File: config.mk
export PLATFORM = sky130hd
export DESIGN_NAME = aer_event_tx
export DESIGN_NICKNAME = d
export VERILOG_FILES = /design/src/rtl/aer_event_tx.sv
export SDC_FILE = /design/constraint.sdc
export NUM_CORES = 1
export LEC_CHECK = 0
export CAP_MARGIN = 0
export CORE_UTILIZATION = 55
export CTS_CLUSTER_DIAMETER = 40
export DETAILED_ROUTE_END_ITERATION = 10
export DONT_BUFFER_PORTS = 1
export GPL_TIMING_DRIVEN = 0
export PLACE_DENSITY = 0.73
export RECOVER_POWER = 50
export SLEW_MARGIN = 20
export SYNTH_ARGS = -nofsm -noshare
export SYNTH_HDL_FRONTEND = slang
export SYNTH_SLANG_ARGS = --single-unit
File: constraint.sdc
create_clock -name clk_i -period 2.4 [get_ports clk_i]
set_clock_uncertainty 0.05 [all_clocks]
set_input_delay 0.24 -clock clk_i [delete_from_list [all_inputs] [get_ports clk_i]]
set_output_delay 0.24 -clock clk_i [all_outputs]
set_load 0.005 [all_outputs]
File: src/rtl/aer_event_tx.sv
// AER event transmitter: latches event pulses, requests the arbiter,
// encodes the grant and ships one address per 4-phase req/ack handshake.
module aer_event_tx #(
  parameter int NUM_PORTS   = 4,
  parameter int ADDR_W      = $clog2(NUM_PORTS),
  parameter int SYNC_STAGES = 2,
  parameter int CNT_W       = 16
) (
  input  logic                 clk_i,
  input  logic                 reset_n_i,
  input  logic [NUM_PORTS-1:0] event_i,
  output logic [NUM_PORTS-1:0] req_o,
  input  logic [NUM_PORTS-1:0] gnt_i,
  output logic                 aer_req_o,
  output logic [ADDR_W-1:0]    aer_addr_o,
  input  logic                 aer_ack_i,
  input  logic                 clr_err_i,
  output logic [NUM_PORTS-1:0] overflow_o,
  output logic                 gnt_err_o,
  output logic                 busy_o,
  output logic [CNT_W-1:0]     event_cnt_o
);

  typedef enum logic [1:0] {
    IDLE,
    REQ,
    ACKL
  } state_t;

  state_t               state_q, state_d;
  logic [NUM_PORTS-1:0] pend_q, pend_d;
  logic [NUM_PORTS-1:0] ovf_q, ovf_d;
  logic                 gerr_q, gerr_d;
  logic [ADDR_W-1:0]    addr_q, addr_d;
  logic                 aer_req_q, aer_req_d;
  logic [CNT_W-1:0]     cnt_q, cnt_d;
  logic [SYNC_STAGES-1:0] sync_q, sync_d;

  logic                 ack_s;
  logic [NUM_PORTS-1:0] g;
  logic [NUM_PORTS-1:0] acc;
  logic [ADDR_W-1:0]    acc_idx;
  logic                 multi;
  int                   nset;

  // Shift the asynchronous ack through the synchroniser chain
  always_comb begin
    sync_d = {sync_q[SYNC_STAGES-2:0], aer_ack_i};
  end

  assign ack_s = sync_q[SYNC_STAGES-1];

  // Qualify the grant and pick its lowest set bit
  always_comb begin
    g       = '0;
    acc     = '0;
    acc_idx = '0;
    nset    = 0;
    if (state_q == IDLE) begin
      g = gnt_i & pend_q;
    end
    for (int i = NUM_PORTS - 1; i >= 0; i--) begin
      if (g[i]) begin
        acc_idx = ADDR_W'(i);
        nset    = nset + 1;
      end
    end
    multi = (nset > 1);
    if (|g) begin
      acc[acc_idx] = 1'b1;
    end
  end

  // Next state, pending bookkeeping and sticky error flags
  always_comb begin
    state_d   = state_q;
    aer_req_d = aer_req_q;
    addr_d    = addr_q;
    cnt_d     = cnt_q;
    pend_d    = (pend_q & ~acc) | event_i;
    ovf_d     = clr_err_i ? '0 : ovf_q;
    ovf_d     = ovf_d | (event_i & pend_q & ~acc);
    gerr_d    = clr_err_i ? 1'b0 : gerr_q;
    unique case (state_q)
      IDLE: begin
        if (|g) begin
          addr_d    = acc_idx;
          aer_req_d = 1'b1;
          state_d   = REQ;
          if (multi) begin
            gerr_d = 1'b1;
          end
        end else if (|pend_q) begin
          gerr_d = 1'b1;
        end
      end
      REQ: begin
        if (ack_s) begin
          aer_req_d = 1'b0;
          state_d   = ACKL;
        end
      end
      ACKL: begin
        if (!ack_s) begin
          cnt_d   = cnt_q + CNT_W'(1);
          state_d = IDLE;
        end
      end
      default: begin
        aer_req_d = 1'b0;
        state_d   = IDLE;
      end
    endcase
  end

  // State and datapath registers
  always_ff @(posedge clk_i or negedge reset_n_i) begin
    if (!reset_n_i) begin
      state_q   <= IDLE;
      pend_q    <= '0;
      ovf_q     <= '0;
      gerr_q    <= 1'b0;
      addr_q    <= '0;
      aer_req_q <= 1'b0;
      cnt_q     <= '0;
      sync_q    <= '0;
    end else begin
      state_q   <= state_d;
      pend_q    <= pend_d;
      ovf_q     <= ovf_d;
      gerr_q    <= gerr_d;
      addr_q    <= addr_d;
      aer_req_q <= aer_req_d;
      cnt_q     <= cnt_d;
      sync_q    <= sync_d;
    end
  end

  assign req_o       = (state_q == IDLE) ? pend_q : '0;
  assign aer_req_o   = aer_req_q;
  assign aer_addr_o  = addr_q;
  assign overflow_o  = ovf_q;
  assign gnt_err_o   = gerr_q;
  assign busy_o      = (state_q != IDLE);
  assign event_cnt_o = cnt_q;

endmodule

# After elaboration in Yosys (flattened, before gate mapping)
# Cells that the tools add are included.
# W data, S select, Z words.
[totals] reg_bits=32 out_inout_bits=29 elab_cells=64
[classes] addsub=4 n_lt_le_gt_ge=3 n_eq_ne=5 mux=26 bitwise=9 n_reduce_logical=9
[ops] operator="$add A32 B2 Y32 const B" n=3
[ops] operator="$mux W32" n=3
[ops] operator="$gt A32 B2 Y1 const B" n=1
[ops] operator="$add A16 B1 Y16 const B" n=1
[ops] operator="$and A4 B4 Y4" n=4
[ops] operator="$mux W4" n=4
[ops] operator="$mux W2" n=7
[ops] operator="$mux W1" n=9
[ops] operator="$or A4 B4 Y4" n=2
[ops] operator="$reduce_or A4 Y1" n=2
[ops] operator="$pmux W2 S3" n=1
[ops] operator="$reduce_and A3 Y1" n=2
[ops] operator="$ne A2 B2 Y1 const B" n=2
[ops] operator="$not A4 Y4" n=1
[ops] operator="$reduce_and A2 Y1" n=2
[ops] operator="$lt A2 B3 Y1 const B" n=1
[ops] operator="$pmux W1 S3" n=1
[ops] operator="$demux W1 S2" n=1
[ops] operator="$eq A2 B1 Y1 const B" n=1
[ops] operator="$eq A2 B2 Y1 const B" n=1
[ops] operator="$ge A2 B1 Y1 const B" n=1
[ops] operator="$logic_not A2 Y1" n=1
[ops] operator="$ne A2 B1 Y1 const B" n=1
[ops] operator="$not A1 Y1" n=2
[ops] operator="other kinds (2)" n=2

# Logic depth before layout (Yosys ltp)
[logic_depth] word_depth=14 depth_mapped=9 mapped_depth_nobuf=7

# Least setup slack after synthesis
# OpenSTA, ideal clock, no wires.
[synth_timing] kind="flip-flop to flip-flop" from="register state_q[0]" to="register gerr_q, in the netlist gnt_err_o" setup_ns=0.124 arrival_ns=2.169 required_time_ns=2.226 slack_ns=0.057 stages_incl_launch_ff=10 cell_sequence="dfrtp_1 > buf_6 > nor2_1 > clkbuf_1 > nand3_1 > ha_1 > or3_1 > a211oi_1 > a211oi_1 > a211o_1"
[synth_between] elab_chain_cells=13 elab_cells_between_ends=14 classes_between="add/sub (3); order compare (1); mux (8); reduce/logical (2)"
[synth_rtl] element="start, declared" line_no="30" text="state_t state_q, state_d;"
[synth_rtl] element="start signal, assigned" line_no="128" text="state_q <= state_d;"
[synth_rtl] element="$logic_not A2 Y1 (*)" line_no="59, 84"
[synth_rtl] element="$mux W4" line_no="59" text="if (state_q == IDLE) begin"
[synth_rtl] element="$mux W1" line_no="63" text="if (g[i]) begin"
[synth_rtl] element="$add A32 B2 Y32" line_no="65" text="nset = nset + 1;"
[synth_rtl] element="$mux W32" line_no="63"
[synth_rtl] element="$add A32 B2 Y32" line_no="65"
[synth_rtl] element="$mux W32" line_no="63"
[synth_rtl] element="$add A32 B2 Y32" line_no="65"
[synth_rtl] element="$mux W32" line_no="63"
[synth_rtl] element="$gt A32 B2 Y1" line_no="68" text="multi = (nset > 1);"
[synth_rtl] element="$mux W1" line_no="90" text="if (multi) begin"
[synth_rtl] element="$mux W1" line_no="86" text="if (|g) begin"
[synth_rtl] element="$mux W1 (*)" line_no="84" text="unique case (state_q)"
[synth_rtl] element="net gerr_d" line_no="33" text="logic gerr_q, gerr_d;"
[synth_rtl] element="end signal, assigned" line_no="131" text="gerr_q <= gerr_d;"
[synth_rtl] element="end, declared" line_no="33"
# The timed path passes the listed nets; every way through them passes the cells marked *.
# A chain may end at the register's enable or synchronous reset.

# Final worst setup path
[layout_timing] from="register state_q[1]" to="register gerr_q, in the netlist gnt_err_o"
# Same word-level chain as after synthesis.

==> summary.md <==
| Metric | Value |
|---|---|
| Vias | 1,209 |
| Worst rel slew slack | -12.0% |
| Slew Limit Fails | 33 |
| Total power | 1.77 mW |
| Clock Path Buffers | 2 |
| Multiplexer share of the synthesized area | 0% |
| Final setup viols | 0 |
| Avg Synthesized Cell Area | slightly above 10 µm² |
| Post-Synth Adder-Cell Area | about 2.4% |
| Leak | approximately 0.83 nW |
| Die W | approximately 56 µm |
| Clk_lat worst skew | 330 ps |
| Area of placed instances | 0.00162 mm² |
| PD cells | 997 mW/mm² |
| Drt first pass iters | 4 |
| Tot GR Track Use | a little under a quarter |
| Largest cells by area after synthesis | dfrtp_1 (51%), xnor2_1 (6.7%), nand2_1 (3.8%), inv_1 (3.6%), xor2_1 (2.8%) |
| Synth-to-layout area growth | 12.3% |
| Post-route DRC | 0 |
| Drt total wl | ~3300 µm |
| Vias in the first global route | 1,161 |
| GPL Wtd Cong | 0.891 |
| Worst slew pin tran | 1680 ps |
| Height of the chip | roughly 56 µm |
| Tmin final | ~2200 ps |
| CP Max Fanout | 9 |
| Worst vdd ir | about 0.00072 V |
| RSZ-0062 raised after global routing | false |
| CTS tree | yes |
| HP Class | input pin to register |
| Post-synth EDFFs | 0 |
| XOR/XNOR Fraction of Synth Area | about a tenth |
| Fin nets | 183 |
| Largest family of logic cells by synthesized area | simple AND/OR/NAND/NOR gates |
| Post-detailed-route count of antenna-violating nets | 0 |
| Sequential area share after synthesis | between 50% and 60% |
| Ys flop type | dfrtp_1 |
| Non-Filler Instances | ~200 |
| Compound-Gate Fraction of Synth Area | between 10% and 20% |
| Final Hold Slack | approximately 21 ps |
| I/O Buffers | 0 |
| Antenna violations before repair | 0 |
| Iter 0 DRT Violations | 61 |
| FMAX | ~450 MHz |
| Yosys warning count | 0 |
| CP required | about 2600 ps |
| Simple-Gate Fraction of Synth Area | roughly a fifth |
| Vias/cell | just over 6 |
| CTS clock-pin slew for the worst setup and hold paths | roughly 90 ps |
| Status | finished, violations left |
| CP arrival | about 2400 ps |
| Die area | a little over 0.003 mm² |
| Async S/R FF share, synth | 100% |
| Inserted Clock Buffers | 5 |
| Share of layout cells above drive strength 1 | slightly below 9% |
| Initial Util | slightly below 60% |
| Violated checks | capacitance limit, slew limit |
| Largest net degree at the start of global routing | 33 |
| Core area | 0.00273 mm² |
| Mapped Cells | about 150 |
| DP Cell Count | approximately 180 |
| First-pass GRT wire length | around 5600 µm |
| TritonCTS Sinks | 32 |
| Io pins | 41 |
| Max_cap viols | 1 |
| Final instance area | ~0.0018 mm² |
| Post-synth cell types | 41 |
| Rows | 19 |
| Startpoint Class | register |
| Filler Cells Inserted | about 230 |
| FF+latch count, synth | 32 |
| Post-CTS Repair Setup Buffers | 0 |
| DP Wirelength | between 2000 and 2500 µm |
| Final period utilization | 92.7% |
| TNS Setup | 0 ps |
| Worst setup EP type | register |
| # diodes | 0 |
| Net Count, Synth | approximately 170 |
| Total congestion overflow | 0 |
| Worst Setup Path Type | register to register |
| Post-Syn Area | ~0.0016 mm² |
| Wire length per cell | between 15 and 20 µm |
| H-tree depth | 2 |
| CTS root buffer | clkbuf_4 |
| Top-area cell type share of the netlist area | slightly above 50% |
| Hold Fails Final Rpt | 0 |
| Largest area contributor in the netlist | dfrtp_1 |
layout by cell type (no fill, tap or decap), types with 2 or more instances in the layout:
cell           instances
a22o_1                 2
or3_1                  2
nor2_1                 7
xnor2_1               12
nand2_1               16
and3_1                 2
nand4_1                4
nand3_1                8
xor2_1                 5
and2_1                 3
dlygate4sd3_1          7
clkbuf_4               5
inv_1                 15
a211oi_1               2
o22ai_1                6
clkbuf_1               2
dfrtp_1               32
o21ai_0                2
ha_1                   2
nor3_1                 2
a22oi_1                3
o21bai_1               3
logic make-up (layout without fill, tap and decap cells):
logic type,count (synthesis),after routing
buf+inv,18,33
compound gates,28,28
flops,32,32
xor+xnor,17,17
simple gates,55,55
fa+ha+maj,3,3
worst max-delay path, stage by stage (launching register included):
cell and delay (ps):
dfrtp_1 380, buf_4 170, and4bb_2 370, inv_1 90
ha_4 250, or3_1 310, a211oi_2 150, a211oi_1 70
a211o_1 270
where the power goes:
group / internal (mW) / switching (mW) / total [mW]
combinational: 0.317 / 0.390 / 0.707
clock: 0.108 / 0.169 / 0.276
sequential: 0.657 / 0.125 / 0.782
what timing repair did:
item                                    4_1_cts  5_1_grt
pin swaps                                     0        1
endpoints found under the setup margin        1        1
gates resized for setup                       4        3
hold buffers                                  8        0
hold endpoints to repair                     41        0
state kept, by name (all words and copies together), names as in the netlist:
register	count
aer_req_o	1
overflow_o	4
state_q	2
event_cnt_o	16
pend_q	4
sync_q	2
gnt_err_o	1
aer_addr_o	2
final timing paths:
path	start	to	slack (ps)	cells past startpoint
max	state_q[1]	gnt_err_o	170	8
min	event_i[1]	overflow_o[1]	20	2
max reg2reg	state_q[1]	gnt_err_o	170	8
min reg2reg	sync_q[0]	sync_q[1]	310	0
max in group asynchronous	reset_n_i	gnt_err_o	490	2
min in group asynchronous	reset_n_i	overflow_o[2]	840	2
synth_stat cells (2+ instances only):
| library cell | count |
|---|---|
| dfrtp_1 | 32 |
| nand2_1 | 16 |
| inv_1 | 15 |
| xnor2_1 | 12 |
| nand3_1 | 8 |
| nor2_1 | 8 |
| o22ai_1 | 6 |
| xor2_1 | 5 |
| nand4_1 | 4 |
| a211oi_1 | 3 |
| a22oi_1 | 3 |
| and2_1 | 3 |
| ha_1 | 3 |
| o21bai_1 | 3 |
| a22o_1 | 2 |
| and3_1 | 2 |
| nor3_1 | 2 |
| o21ai_0 | 2 |
| or3_1 | 2 |
metrics by stage:
stage | utilization [%] | setup WS (ps)
2_1_floorplan | - | 57.1
3_3_place_gp | 59.1 | -198
3_5_place_dp | 59.1 | -201
4_1_cts | 64.5 | 18.4
5_1_grt | 64.8 | 78.5
6_report | 64.8 | 175
cell type report:
class	instances	area, µm²	share of cell area (%)
Buffer	3	32.5	1.84
Clock buffer	6	41.3	2.33
Clock inverter	1	5.00	0.283
Inverter	15	56.3	3.18
Multi-Input combinational cell	103	722	40.8
Sequential cell	32	801	45.2
Tap cell	31	38.8	2.19
Timing Repair Buffer	8	73.8	4.17
routing by layer:
| layer | track usage, % | up-vias | part of all wire, % |
|---|---|---|---|
| li1 | - | 573 | - |
| met1 | 29.8 | 578 | 43 |
| met2 | 39.1 | 52 | 50 |
| met3 | 7.26 | 6 | 6.2 |
| met4 | 9.29 | 0 | 1.2 |
| met5 | 0 | - | 0 |
Power figures use the tool's default switching activity.
